## src/rtl/core_ifetch_pf_pkg.sv

```systemverilog
// Shared types for the prefetching fetch unit: AXI response codes,
// instruction queue entry layout and PC helpers.
package core_ifetch_pf_pkg;

  typedef enum logic [1:0] {
    RESP_OKAY   = 2'b00,
    RESP_EXOKAY = 2'b01,
    RESP_SLVERR = 2'b10,
    RESP_DECERR = 2'b11
  } axi_resp_e;

  localparam int          ILEN   = 32;
  localparam logic [31:0] PC_INC = 32'd4;

  localparam int ENT_FAULT = 0;
  localparam int ENT_PC    = 1;
  localparam int ENT_DATA  = 33;
  localparam int ENT_W     = 65;

  typedef struct packed {
    logic [ILEN-1:0] data;
    logic [31:0]     pc;
    logic            fault;
  } fetch_entry_t;

  function automatic logic [31:0] align_pc(input logic [31:0] pc);
    return {pc[31:2], 2'b00};
  endfunction

endpackage

```

## src/rtl/core_sync_fifo.sv

```systemverilog
// Synchronous FIFO with flush and occupancy count; shared by the
// fetch and data-memory units. DEPTH must be a power of two.
module core_sync_fifo #(
  parameter int WIDTH = 65,
  parameter int DEPTH = 4,
  localparam int AW = $clog2(DEPTH),
  localparam int CW = AW + 1
) (
  input  logic             clk,
  input  logic             rst_n,
  input  logic             push_i,
  input  logic [WIDTH-1:0] data_i,
  input  logic             pop_i,
  input  logic             flush_i,
  output logic [WIDTH-1:0] data_o,
  output logic             full_o,
  output logic             empty_o,
  output logic [CW-1:0]    count_o
);

  logic [WIDTH-1:0] mem_q [DEPTH];
  logic [AW-1:0]    wr_q;
  logic [AW-1:0]    rd_q;
  logic [CW-1:0]    cnt_q;
  logic             do_push;
  logic             do_pop;

  assign empty_o = (cnt_q == '0);
  assign full_o  = (cnt_q == CW'(DEPTH));
  assign count_o = cnt_q;
  assign data_o  = mem_q[rd_q];

  assign do_pop  = pop_i & ~empty_o;
  assign do_push = push_i & (~full_o | do_pop);

  always_ff @(posedge clk or negedge rst_n) begin
    if (!rst_n) begin
      wr_q  <= '0;
      rd_q  <= '0;
      cnt_q <= '0;
      for (int i = 0; i < DEPTH; i++) begin
        mem_q[i] <= '0;
      end
    end else if (flush_i) begin
      wr_q  <= '0;
      rd_q  <= '0;
      cnt_q <= '0;
    end else begin
      if (do_push) begin
        mem_q[wr_q] <= data_i;
        wr_q        <= wr_q + AW'(1);
      end
      if (do_pop) begin
        rd_q <= rd_q + AW'(1);
      end
      cnt_q <= cnt_q + CW'(do_push) - CW'(do_pop);
    end
  end

endmodule

```

## src/rtl/core_ifetch_pf.sv

```systemverilog
// Prefetching instruction fetch unit (AXI4-Lite read side).
// Define CORE_IFETCH_FAULT_HALT_EN to stop issuing after a faulting fetch.
module core_ifetch_pf
  import core_ifetch_pf_pkg::*;
#(
  parameter int          AXI_AWIDTH      = 32,
  parameter int          AXI_DWIDTH      = 32,
  parameter int          FIFO_DEPTH      = 4,
  parameter int          MAX_OUTSTANDING = 2,
  parameter logic [31:0] RESET_PC        = 32'h0000_0000
) (
  input  logic                  CLK,
  input  logic                  NRST,
  output logic [AXI_AWIDTH-1:0] AXI_ARADDR,
  output logic                  AXI_ARVALID,
  input  logic                  AXI_ARREADY,
  input  logic [AXI_DWIDTH-1:0] AXI_RDATA,
  input  logic [1:0]            AXI_RRESP,
  input  logic                  AXI_RVALID,
  output logic                  AXI_RREADY,
  input  logic                  REDIRECT,
  input  logic [31:0]           REDIRECT_PC,
  output logic                  INSTR_VALID,
  input  logic                  INSTR_READY,
  output logic [31:0]           INSTRUCTION,
  output logic [31:0]           INSTR_PC,
  output logic                  INSTR_FAULT,
  output logic                  BUSY
);

  localparam int CW = $clog2(FIFO_DEPTH) + 1;
  localparam logic [CW-1:0] MAX_C   = CW'(MAX_OUTSTANDING);
  localparam logic [CW:0]   DEPTH_C = (CW+1)'(FIFO_DEPTH);

  logic [31:0]   fetch_pc_q, fetch_pc_d;
  logic [31:0]   resp_pc_q, resp_pc_d;
  logic [31:0]   araddr_q, araddr_d;
  logic          arv_q, arv_d;
  logic [CW-1:0] out_q, out_d;
  logic [CW-1:0] disc_q, disc_d;

  logic          ar_hs;
  logic          ar_stall;
  logic          r_hs;
  logic          push;
  logic          pop;
  logic          credit;
  logic [CW-1:0] out_after;
  logic [CW-1:0] cnt_nxt;

  fetch_entry_t     push_ent;
  logic [ENT_W-1:0] head;
  logic             q_full;
  logic             q_empty;
  logic [CW-1:0]    q_cnt;

  assign ar_hs    = arv_q & AXI_ARREADY;
  assign ar_stall = arv_q & ~AXI_ARREADY;
  assign r_hs     = AXI_RVALID & (out_q != '0);
  assign push     = r_hs & ~REDIRECT & (disc_q == '0) & ~q_full;
  assign pop      = INSTR_VALID & INSTR_READY;

  assign push_ent = '{
    data:  AXI_RDATA[ILEN-1:0],
    pc:    resp_pc_q,
    fault: (AXI_RRESP != RESP_OKAY)
  };

  assign out_after = out_q + CW'(ar_hs) - CW'(r_hs);
  assign cnt_nxt   = REDIRECT ? '0 : q_cnt + CW'(push) - CW'(pop);
  assign credit    = (out_after < MAX_C) &&
                     (({1'b0, out_after} + {1'b0, cnt_nxt}) < DEPTH_C);

`ifdef CORE_IFETCH_FAULT_HALT_EN
  logic halt_q, halt_d;

  always_comb begin
    halt_d = halt_q;
    if (REDIRECT) begin
      halt_d = 1'b0;
    end else if (push && push_ent.fault) begin
      halt_d = 1'b1;
    end
  end

  always_ff @(posedge CLK or negedge NRST) begin
    if (!NRST) begin
      halt_q <= 1'b0;
    end else begin
      halt_q <= halt_d;
    end
  end
`else
  logic halt_d;
  assign halt_d = 1'b0;
`endif

  // fetch_pc names the next address to be armed; a stalled AR keeps
  // its own latched address so a redirect cannot alter it
  always_comb begin
    fetch_pc_d = fetch_pc_q;
    resp_pc_d  = resp_pc_q;
    araddr_d   = araddr_q;
    disc_d     = disc_q;
    out_d      = out_after;
    arv_d      = ar_stall;
    if (REDIRECT) begin
      fetch_pc_d = align_pc(REDIRECT_PC);
      resp_pc_d  = align_pc(REDIRECT_PC);
      disc_d     = out_after + CW'(ar_stall);
    end else if (r_hs) begin
      if (disc_q != '0) begin
        disc_d = disc_q - CW'(1);
      end else begin
        resp_pc_d = resp_pc_q + PC_INC;
      end
    end
    if (!ar_stall && credit && !halt_d) begin
      arv_d      = 1'b1;
      araddr_d   = fetch_pc_d;
      fetch_pc_d = fetch_pc_d + PC_INC;
    end
  end

  always_ff @(posedge CLK or negedge NRST) begin
    if (!NRST) begin
      fetch_pc_q <= RESET_PC;
      resp_pc_q  <= RESET_PC;
      araddr_q   <= RESET_PC;
      arv_q      <= 1'b0;
      out_q      <= '0;
      disc_q     <= '0;
    end else begin
      fetch_pc_q <= fetch_pc_d;
      resp_pc_q  <= resp_pc_d;
      araddr_q   <= araddr_d;
      arv_q      <= arv_d;
      out_q      <= out_d;
      disc_q     <= disc_d;
    end
  end

  core_sync_fifo #(
    .WIDTH (ENT_W),
    .DEPTH (FIFO_DEPTH)
  ) u_queue (
    .clk     (CLK),
    .rst_n   (NRST),
    .push_i  (push),
    .data_i  (push_ent),
    .pop_i   (pop),
    .flush_i (REDIRECT),
    .data_o  (head),
    .full_o  (q_full),
    .empty_o (q_empty),
    .count_o (q_cnt)
  );

  assign AXI_ARADDR  = AXI_AWIDTH'(araddr_q);
  assign AXI_ARVALID = arv_q;
  assign AXI_RREADY  = 1'b1;

  assign INSTR_VALID = ~q_empty;
  assign INSTRUCTION = head[ENT_DATA +: ILEN];
  assign INSTR_PC    = head[ENT_PC +: 32];
  assign INSTR_FAULT = head[ENT_FAULT];

  assign BUSY = (out_q != '0) | arv_q | (disc_q != '0);

endmodule

```

## config.mk

```make
export PLATFORM = sky130hd
export DESIGN_NAME = core_ifetch_pf
export DESIGN_NICKNAME = d
export VERILOG_FILES = /design/src/rtl/core_ifetch_pf_pkg.sv /design/src/rtl/core_sync_fifo.sv /design/src/rtl/core_ifetch_pf.sv
export SDC_FILE = /design/constraint.sdc
export NUM_CORES = 1
export LEC_CHECK = 0
export ABC_AREA = 1
export BUFFER_PORTS_ARGS = -buffer_cell sky130_fd_sc_hd__buf_2
export CAP_MARGIN = 20
export CORE_MARGIN = 4
export CORE_UTILIZATION = 59
export CTS_CLUSTER_SIZE = 25
export DETAILED_ROUTE_END_ITERATION = 6
export PLACE_DENSITY = 0.77
export SYNTH_ARGS = -nofsm -noshare
export SYNTH_HDL_FRONTEND = slang
export SYNTH_SLANG_ARGS = --single-unit
```

## constraint.sdc

```tcl
create_clock -name CLK -period 7.32 [get_ports CLK]
set_input_delay 0.366 -clock CLK [delete_from_list [all_inputs] [get_ports CLK]]
set_output_delay 0.366 -clock CLK [all_outputs]
set_load 0.005 [all_outputs]
```

==> results of run 1 <==
[report_power, final]
group	leakage, nW	switching (mW)	internal [mW]
Sequential	4.74	0.271	2.46
Clock	0.666	0.795	1.23
Combinational	4.68	1.40	0.832
Total	10.1	2.47	4.52
[worst max-delay path by stage]
stage | cells past startpoint | slack, ps | endpoint
2_1_floorplan | 23 | 3750 | fetch_pc_q[14]$_DFF_PN0_
3_3_place_gp | 19 | 2410 | fetch_pc_q[23]$_DFF_PN0_
3_5_place_dp | 19 | 2340 | fetch_pc_q[23]$_DFF_PN0_
4_1_cts | 20 | 2840 | fetch_pc_q[23]$_DFF_PN0_
5_1_grt | 20 | 2390 | fetch_pc_q[23]$_DFF_PN0_
6_report | 19 | 2800 | fetch_pc_q[23]$_DFF_PN0_
[critical path, delay by kind of cell]
family / cells / cell delay [ps]
xor+xnor: 1 / 180
compound gates: 2 / 200
fa+ha+maj: 3 / 910
buf+inv: 3 / 1190
simple gates: 10 / 2040
[cells by family (layout without fill, tap and decap cells)]
kind of cell               count (synthesis)  after routing  synth area share
adders and majority gates                 18             18            0.0136
buffers and inverters                    252            381            0.0604
AOI/OAI and AO/OA                        521            521             0.171
other                                      2              3          0.000425
and+or+nand+nor                         1036           1036             0.234
xor gates and xnor gates                  20             20           0.00992
DFF                                      360            360             0.510
[registers in the layout (all words and copies together) (netlist names)]
signal,flops
u_queue.rd_q,2
disc_q,3
u_queue.mem_q,252
fetch_pc_q,32
resp_pc_q,30
u_queue.count_o,3
out_q,3
u_queue.wr_q,2
AXI_ARVALID,1
AXI_ARADDR,32
[area by class of cell]
class	count	share of cell area
Multi-Input combinational cell	1598	0.381
Tap cell	390	0.0245
Clock inverter	13	0.00791
Timing Repair Buffer	189	0.0521
Inverter	122	0.0230
Sequential cell	360	0.452
Clock buffer	57	0.0594
[cell usage in the layout (no fill, tap or decap), types with 18 or more instances in the layout]
master / Yosys / final
buf_2: 48 / 166
clkbuf_16: 0 / 40
nor2_1: 209 / 209
o21ai_1: 28 / 28
dfrtp_1: 360 / 358
o21ai_0: 287 / 287
nand4_1: 18 / 18
nand2_1: 713 / 713
buf_4: 6 / 19
inv_1: 115 / 114
o22ai_1: 63 / 63
nand3_1: 52 / 52
o21a_1: 113 / 113
[per-layer routing]
layer / GRT usage / wire, microns
met4: 0.119 / 1850
met5: 0 / 0
met1: 0.377 / 19700
met2: 0.491 / 23200
met3: 0.0415 / 3170
[per-stage QoR]
stage          area (sq um)  hold WS [ps]
2_1_floorplan         17700          70.4
6_report              19900          80.1
3_5_place_dp          18600           459
3_3_place_gp          18600           458
4_1_cts               19900          75.3
5_1_grt               19900          92.4
[timing repair]
item | in CTS | in global routing
setup buffers | 0 | 0
hold buffers | 1 | 0
endpoints found under the hold margin | 92 | 0
gates resized for setup | 0 | 0
==> flow_metrics.tcl, run 1 <==
set metrics [dict create \
    holdPathStages 3 \
    cts_root_buf "clkbuf_16" \
    drive_gt1_frac 0.121 \
    hold_viol 0 \
    grt_pass1_vias 15700 \
    final_cells 2729 \
    drt_pass1_iterations 6 \
    ir_worst_vdd_uv 228 \
    synthMostInstantiatedCell "nand2_1" \
    fp.dieH_microns 181 \
    syn_inst 2209 \
    dp_hpwl_microns 29600 \
    dp_slack_ps 2340 \
    slew_viol_final 0 \
    clk_pin_slew_ps 60 \
    criticalPathCategory "in2reg" \
    cp_slowest_cell "nand4_2" \
    period_share 0.618 \
    die-area_sq_mm 0.0328 \
    vias 15700 \
    final_antenna_net_count 0 \
    avgSynthCellArea_sq_um 7.99 \
    insertion_delay_ps 540 \
    max_freq_mhz 221 \
    placed_cells 2658 \
    numClockSinks 360 \
    grt_use_total 0.289 \
    reg2reg_depth 21 \
    grt_max_degree 159 \
    multiInputGateArea_sq_mm 0.00760 \
    min_to "u_queue.mem_q[238]$_DFFE_PN0P_" \
    finClkSkew_ps 23.3 \
    finalSetupTns_ps 0 \
    core-area_sq_mm 0.0296 \
    timing.max_slew.rel_slack 0.259 \
    cp-startpoint "REDIRECT" \
    ios 173 \
    viasPerCell 5.75 \
    syn_area_sq_mm 0.0177 \
    cp_common_cell "nand2_1" \
    synth_top_cell_by_area "dfrtp_1" \
    async_flop_share 1.00 \
    drtIter0Drc 1508 \
    htreeDepth 2 \
    crit_fanout 42 \
    cts_tree "yes" \
    total_leakage_power_nw 10.1 \
    grt_pass1_wl_microns 78500 \
    start_kind "input port" \
    synthTopCellsByCount "nand2_1 (713), dfrtp_1 (360), o21ai_0 (287)" \
    ys_seq_area_frac 0.510 \
    synth-edff-count 0 \
    crit_path_max_incr_delay_ps 640 \
    hp-start "AXI_RDATA[10]" \
    drt-total-wl_microns 47900 \
    ys_top_cells_by_area "dfrtp_1 (51%), nand2_1 (15%), o21ai_0 (8.1%), o21a_1 (4.8%), nor2_1 (4.4%)" \
    wl_per_cell_microns 17.6 \
    area_growth_pct 13.0 \
    max_cap_viol_count 0 \
    rsz0062_at_grt "no" \
    ys_warn_count 0 \
    synth_top_area_share 0.510 \
    post-route-drc-count 0 \
    end_kind "register" \
    r2r_end "fetch_pc_q[23]$_DFF_PN0_" \
    crit_arrival_ps 4920 \
    n_fill_cell 2520 \
    nNetsFinal 2400 \
    power_mw 6.99 \
    antenna_found_initial 0 \
    synth-seq-cells 360 \
    ff2ff_setup_slack_ps 2930 \
    layout_setup_ws_ps 2800 \
    overflow 0 \
    hp-class "in2reg" \
    pwr_density_cell_mw_per_mm2 350 \
    r2r_start "out_q[2]$_DFF_PN0_" \
    utilization 0.675 \
    io_buffers 167 \
    clockBufferDepth 3 \
    worst_slew_pin_slew_ps 1110 \
    cts_inserted_buffers 39 \
    num_antenna_cells 0 \
    worstPathCellList "buf_2 -> inv_2 -> nand2_1 -> nor2_2 -> o31ai_4 -> inv_1 -> ha_1 -> fa_1 -> xor2_1 -> nor2_1 -> ha_1 -> nor2_1 -> nand2_1 -> nor2_2 -> nand4_2 -> nor2_4 -> nand2_2 -> o21ai_1 -> nand2_1" \
    core.rowCount 63 \
    status "finished clean" \
    initial_core_util 0.597 \
    fin_crit_ps 4520 \
    ys_types 38 \
    setup_viol 0 \
    ys.flop_type "dfrtp_1" \
    regArea_sq_mm 0.00901 \
    fp.dieW_microns 181 \
    critical_path_required_ps 7720 \
    routabilityCongestion 0.952 \
]
(Power assumes the default switching activity.)
==> run 2, diff against run 1 <==
clock period = 4.3 ns   (was 7.32 ns; I/O delays follow)
==> flow_metrics.tcl, run 2 (synthesis results as in run 1) <==
set metrics [dict create \
    status "finished clean" \
    final_cell_mix "nand2_1 (713), dfrtp_1 (358), o21ai_0 (287), nor2_1 (209), buf_2 (166)" \
    dp_slack_ps 277 \
    holdPathStages 3 \
    critical_path_required_ps 4710 \
    wl_per_cell_microns 17.0 \
    routabilityCongestion 0.974 \
    rsz0062_at_grt "no" \
    finClkSkew_ps 15.7 \
    min_to "resp_pc_q[2]$_DFFE_PN0P_" \
    final_common_cell "nand2_1" \
    timing.max_slew.rel_slack 0.371 \
    htreeDepth 2 \
    clk_pin_slew_ps 70 \
    cts_tree "yes" \
    initial_core_util 0.597 \
    crit_fanout 9 \
    period_share 0.905 \
    dp_hpwl_microns 29500 \
    fin_crit_ps 3890 \
    fp.dieH_microns 181 \
    power_mw 12.1 \
    finalSetupTns_ps 0 \
    overflow 0 \
    cts_root_buf "clkbuf_16" \
    grt_pass1_vias 15600 \
    post-route-drc-count 0 \
    grt_use_total 0.287 \
    pwr_density_cell_mw_per_mm2 590 \
    ios 173 \
    n_fill_cell 2404 \
    antenna_found_initial 0 \
    area_growth_pct 16.3 \
    placed_cells 2667 \
    hp-start "REDIRECT_PC[2]" \
    grt_pass1_wl_microns 78100 \
    worst_slew_pin_slew_ps 943 \
    grt_max_degree 122 \
    clockBufferDepth 3 \
    core.rowCount 63 \
    layout_setup_ws_ps 410 \
    regMostFlops "u_queue.mem_q" \
    insertion_delay_ps 530 \
    die-area_sq_mm 0.0328 \
    criticalPathCategory "reg2reg" \
    start_kind "register" \
    numClockSinks 360 \
    max_freq_mhz 257 \
    hp-class "in2reg" \
    fp.dieW_microns 181 \
    drive_gt1_frac 0.122 \
    end_kind "register" \
    core-area_sq_mm 0.0296 \
    max_cap_viol_count 0 \
    crit_arrival_ps 4300 \
    drt_pass1_iterations 6 \
    slew_viol_final 0 \
    largest_register_ffs 252 \
    hold_viol 0 \
    ir_worst_vdd_uv 350 \
    ff2ff_setup_slack_ps 410 \
    vias 15800 \
    reg2reg_depth 21 \
    nNetsFinal 2454 \
    final_antenna_net_count 0 \
    drtIter0Drc 1479 \
    r2r_start "out_q[2]$_DFF_PN0_" \
    viasPerCell 5.69 \
    r2r_end "fetch_pc_q[24]$_DFF_PN0_" \
    setup_viol 0 \
    io_buffers 167 \
    drt-total-wl_microns 47400 \
    final_cells 2785 \
    num_antenna_cells 0 \
    cts_inserted_buffers 40 \
    total_leakage_power_nw 10.3 \
]
==> run 2: cell count changes in the layout (fill, tap and decap cells not counted) <==
cell           previous run  this run
buf_12                    2         4
buf_16                    0         2
buf_4                    19        29
bufinv_16                 3         4
clkbuf_1                  5        11
clkbuf_16                40        41
clkbuf_8                 12         8
clkinv_2                  8         6
clkinv_8                  1         0
clkinvlp_4                1         2
dlygate4sd3_1             1        40
inv_6                     1         2
nand4_2                   1         0
nand4_4                   0         1
==> run 2: power by group <==
group	total, mW	internal, mW	leakage [nW]	switching (mW)
Sequential	4.65	4.18	4.74	0.470
Clock	3.49	2.14	0.661	1.36
Combinational	3.96	1.56	4.94	2.40
Total	12.1	7.88	10.3	4.23
==> run 2: metrics by stage <==
stage,hold WS (ps),instance area (sq um),util
2_1_floorplan,-80.6,17700,-
3_3_place_gp,382,18700,0.631
3_5_place_dp,382,18700,0.632
4_1_cts,3.74,20400,0.692
5_1_grt,0.741,20500,0.694
6_report,16.9,20500,0.694
==> run 2: cell type report <==
type | instances | area (sq um) | area share
clock buffers | 60 | 1180 | 0.0574
clock inverters | 13 | 178 | 0.00866
inverters | 122 | 459 | 0.0224
multi-input cells | 1598 | 7610 | 0.371
flip-flops and latches | 360 | 9010 | 0.439
well taps | 390 | 488 | 0.0238
repair buffers | 242 | 1600 | 0.0779
==> run 2: worst max-delay path by stage <==
stage	startpoint	endpoint	slack, ps	depth (start not counted)
6_report	out_q[2]$_DFF_PN0_	fetch_pc_q[24]$_DFF_PN0_	410	21
5_1_grt	out_q[2]$_DFF_PN0_	fetch_pc_q[29]$_DFF_PN0_	50	24
2_1_floorplan	disc_q[0]$_DFFE_PN0P_	fetch_pc_q[16]$_DFF_PN0_	730	23
3_3_place_gp	out_q[2]$_DFF_PN0_	fetch_pc_q[23]$_DFF_PN0_	450	21
4_1_cts	out_q[2]$_DFF_PN0_	fetch_pc_q[23]$_DFF_PN0_	230	21
3_5_place_dp	out_q[2]$_DFF_PN0_	fetch_pc_q[23]$_DFF_PN0_	280	21
==> run 2: worst max-delay path, cell delays in order, from the launching register on <==
cell and delay [ps]:
dfrtp_1 410, nor2_1 150, nand2_1 60, nand2_1 150, inv_1 70, ha_1 280, inv_1 40, ha_1 180
fa_1 380, inv_1 70, nand2_1 60, nand3_1 170, nand2_1 130, ha_1 320, nor2_1 140, nand2_1 90
nor2_2 170, nand4_4 230, buf_12 210, nor2_4 200, nand2_1 100, xor2_1 160
==> run 2: repair_timing <==
item / CTS / global route
gates resized for setup: 0 / 1
setup buffers: 0 / 4
hold endpoints to repair: 253 / 0
hold buffers: 40 / 0
setup endpoints to repair: 0 / 42
==> run 2: layer usage <==
layer / GRT usage / vias to the layer above / share of wire
li1: - / 7512 / -
met1: 0.378 / 7595 / 0.42
met3: 0.0372 / 117 / 0.062
met5: 0 / - / 0
met4: 0.103 / 0 / 0.032
met2: 0.491 / 612 / 0.49
==> run 3, diff against run 2 <==
clock period = 3.7 ns   (was 4.3 ns; I/O delays follow)
==> flow_metrics.tcl, run 3 (synthesis results as in run 1) <==
set metrics [dict create \
    max_freq_mhz 277 \
    fp.dieW_microns 181 \
    area_growth_pct 16.7 \
    vias 16000 \
    die-area_sq_mm 0.0328 \
    post-route-drc-count 0 \
    drive_gt1_frac 0.125 \
    crit_fanout 17 \
    wl_per_cell_microns 17.5 \
    wl_met1_microns 20000 \
    io_buffers 167 \
    p_comb_frac 0.340 \
    critical_path_required_ps 4110 \
    status "finished clean" \
    ff2ff_setup_slack_ps 100 \
    grt_pass1_wl_microns 79800 \
    regMostFlops "u_queue.mem_q" \
    num_antenna_cells 0 \
    worst_slew_pin_slew_ps 1130 \
    core-area_sq_mm 0.0296 \
    holdWs_ps 2.31 \
    power_mw 14.0 \
    finClkSkew_ps 21.3 \
    drt-total-wl_microns 48800 \
    hold_viol 0 \
    ir_worst_vdd_uv 489 \
    drtIter0Drc 1537 \
    dp_hpwl_microns 29900 \
    clk_pin_slew_ps 60 \
    placed_cells 2667 \
    cp_slowest_cell "dfrtp_1" \
    pwr-share-clk 0.271 \
    slew_viol_final 0 \
    fp.dieH_microns 181 \
    reg2reg_depth 23 \
    r2r_start "out_q[2]$_DFF_PN0_" \
    hp-class "in2reg" \
    utilization 0.697 \
    cp_common_cell "nand2_1" \
    holdPathStages 3 \
    drt_pass1_iterations 6 \
    crit_path_max_incr_delay_ps 420 \
    top_layer "met4" \
    antenna_found_initial 0 \
    total_leakage_power_nw 10.3 \
    dr_wl_met3_microns 3240 \
    timing.max_slew.rel_slack 0.249 \
    hp-start "REDIRECT_PC[9]" \
    crit_family "simple AND/OR/NAND/NOR gates" \
    worstPathCellList "nor2_2 -> nand2_1 -> nand2_1 -> inv_1 -> ha_1 -> inv_1 -> ha_1 -> fa_2 -> inv_1 -> nand2_1 -> nand2_1 -> nand2_2 -> nand2_2 -> ha_1 -> nor2_1 -> nand2_1 -> nor2_4 -> nand4_4 -> buf_12 -> nor2_4 -> nand2_2 -> o21ai_1 -> nand2_1" \
    criticalPathCategory "reg2reg" \
    overflow 0 \
    fin_crit_ps 3600 \
    pwr-share-seq 0.388 \
    grt_use_total 0.293 \
    clockBufferDepth 3 \
    numClockSinks 360 \
    period_share 0.974 \
    end_kind "register" \
    viasPerCell 5.74 \
    max_cap_viol_count 0 \
    r2r_end "fetch_pc_q[23]$_DFF_PN0_" \
    nNetsFinal 2463 \
    ios 173 \
    final_cells 2791 \
    intPower_mw 8.96 \
    start_kind "register" \
    switching_share 0.360 \
    met2_length_microns 23900 \
    core.rowCount 63 \
    cp.depth 23 \
    cts_inserted_buffers 39 \
    rsz0062_at_grt "yes" \
    path_buf_inv 4 \
    grt_max_degree 142 \
    routabilityCongestion 0.950 \
    pwr_density_cell_mw_per_mm2 680 \
    initial_core_util 0.597 \
    grt_pass1_vias 15900 \
    cts_root_buf "clkbuf_16" \
    largest_register_ffs 252 \
    final_antenna_net_count 0 \
    crit_arrival_ps 4020 \
    min_to "resp_pc_q[9]$_DFFE_PN0P_" \
    insertion_delay_ps 540 \
    switching_power_mw 5.04 \
    final_cell_mix "nand2_1 (710), dfrtp_1 (357), o21ai_0 (287), nor2_1 (207), buf_2 (166)" \
    cts_tree "yes" \
    htreeDepth 2 \
    setup_viol 0 \
    final_common_cell "nand2_1" \
]
-- run 3: changes by cell type in the layout (fill, tap and decap cells not counted), moves of 3 or more --
cell / change
buf_4: -4
bufinv_16: -3
buf_12: +4
nand2_2: +3
nand2_1: -3
dlygate4sd3_1: +10
-- run 3: area by class of cell --
type | instances | area (sq um)
Timing Repair Buffer | 252 | 1740
Clock inverter | 11 | 120
Clock buffer | 58 | 1140
Tap cell | 390 | 488
Sequential cell | 360 | 9010
Inverter | 122 | 459
Fill cell | 2418 | 8950
Multi-Input combinational cell | 1598 | 7640
-- run 3: power groups by stage --
stage / registers, mW / clock network, mW / logic (mW)
floorplan: 5.29 / 0 / 2.85
global placement: 5.43 / 0 / 4.31
detailed placement: 5.48 / 0 / 4.44
CTS: 5.41 / 3.86 / 4.52
global route: 5.55 / 4.03 / 5.37
finish: 5.44 / 3.80 / 4.77
-- run 3: metal layers --
metal / vias to the layer above / global-route usage
li1: 7542 / -
met1: 7736 / 0.385
met2: 632 / 0.501
met3: 123 / 0.0405
met4: 0 / 0.109
met5: - / 0
-- run 3: timing repair --
item | CTS | global route
hold buffers | 50 | 0
setup endpoints to repair | 0 | 37
setup buffers | 0 | 3
endpoints found under the hold margin | 280 | 0
resized for setup | 0 | 14
-- run 3: how the worst max path moves through the flow --
stage                           from                       end
2_1_floorplan  disc_q[0]$_DFFE_PN0P_  fetch_pc_q[16]$_DFF_PN0_
3_3_place_gp      out_q[2]$_DFF_PN0_  fetch_pc_q[23]$_DFF_PN0_
3_5_place_dp      out_q[2]$_DFF_PN0_  fetch_pc_q[16]$_DFF_PN0_
4_1_cts        disc_q[0]$_DFFE_PN0P_  fetch_pc_q[23]$_DFF_PN0_
5_1_grt           out_q[2]$_DFF_PN0_  fetch_pc_q[23]$_DFF_PN0_
6_report          out_q[2]$_DFF_PN0_  fetch_pc_q[23]$_DFF_PN0_
-- run 3: through the flow --
| step | TNS [ps] | worst slack, ps | area, sq um |
|---|---|---|---|
| finish | 0 | 95.2 | 20600 |
| global route | -2160 | -172 | 20600 |
| floorplan | 0 | 134 | 17700 |
| detailed placement | 0 | 123 | 18700 |
| global placement | 0 | 225 | 18700 |
| CTS | 0 | 20.7 | 20500 |
-- run 3: worst reg2reg max path, cell delays in order (launching register included) --
cell,delay (ps)
dfrtp_1,420
nor2_2,140
nand2_1,60
nand2_1,70
inv_1,50
ha_1,270
inv_1,40
ha_1,190
fa_2,350
inv_1,70
nand2_1,80
nand2_1,120
nand2_2,100
nand2_2,110
ha_1,240
nor2_1,130
nand2_1,110
nor2_4,120
nand4_4,100
buf_12,180
nor2_4,250
nand2_2,120
o21ai_1,130
nand2_1,70
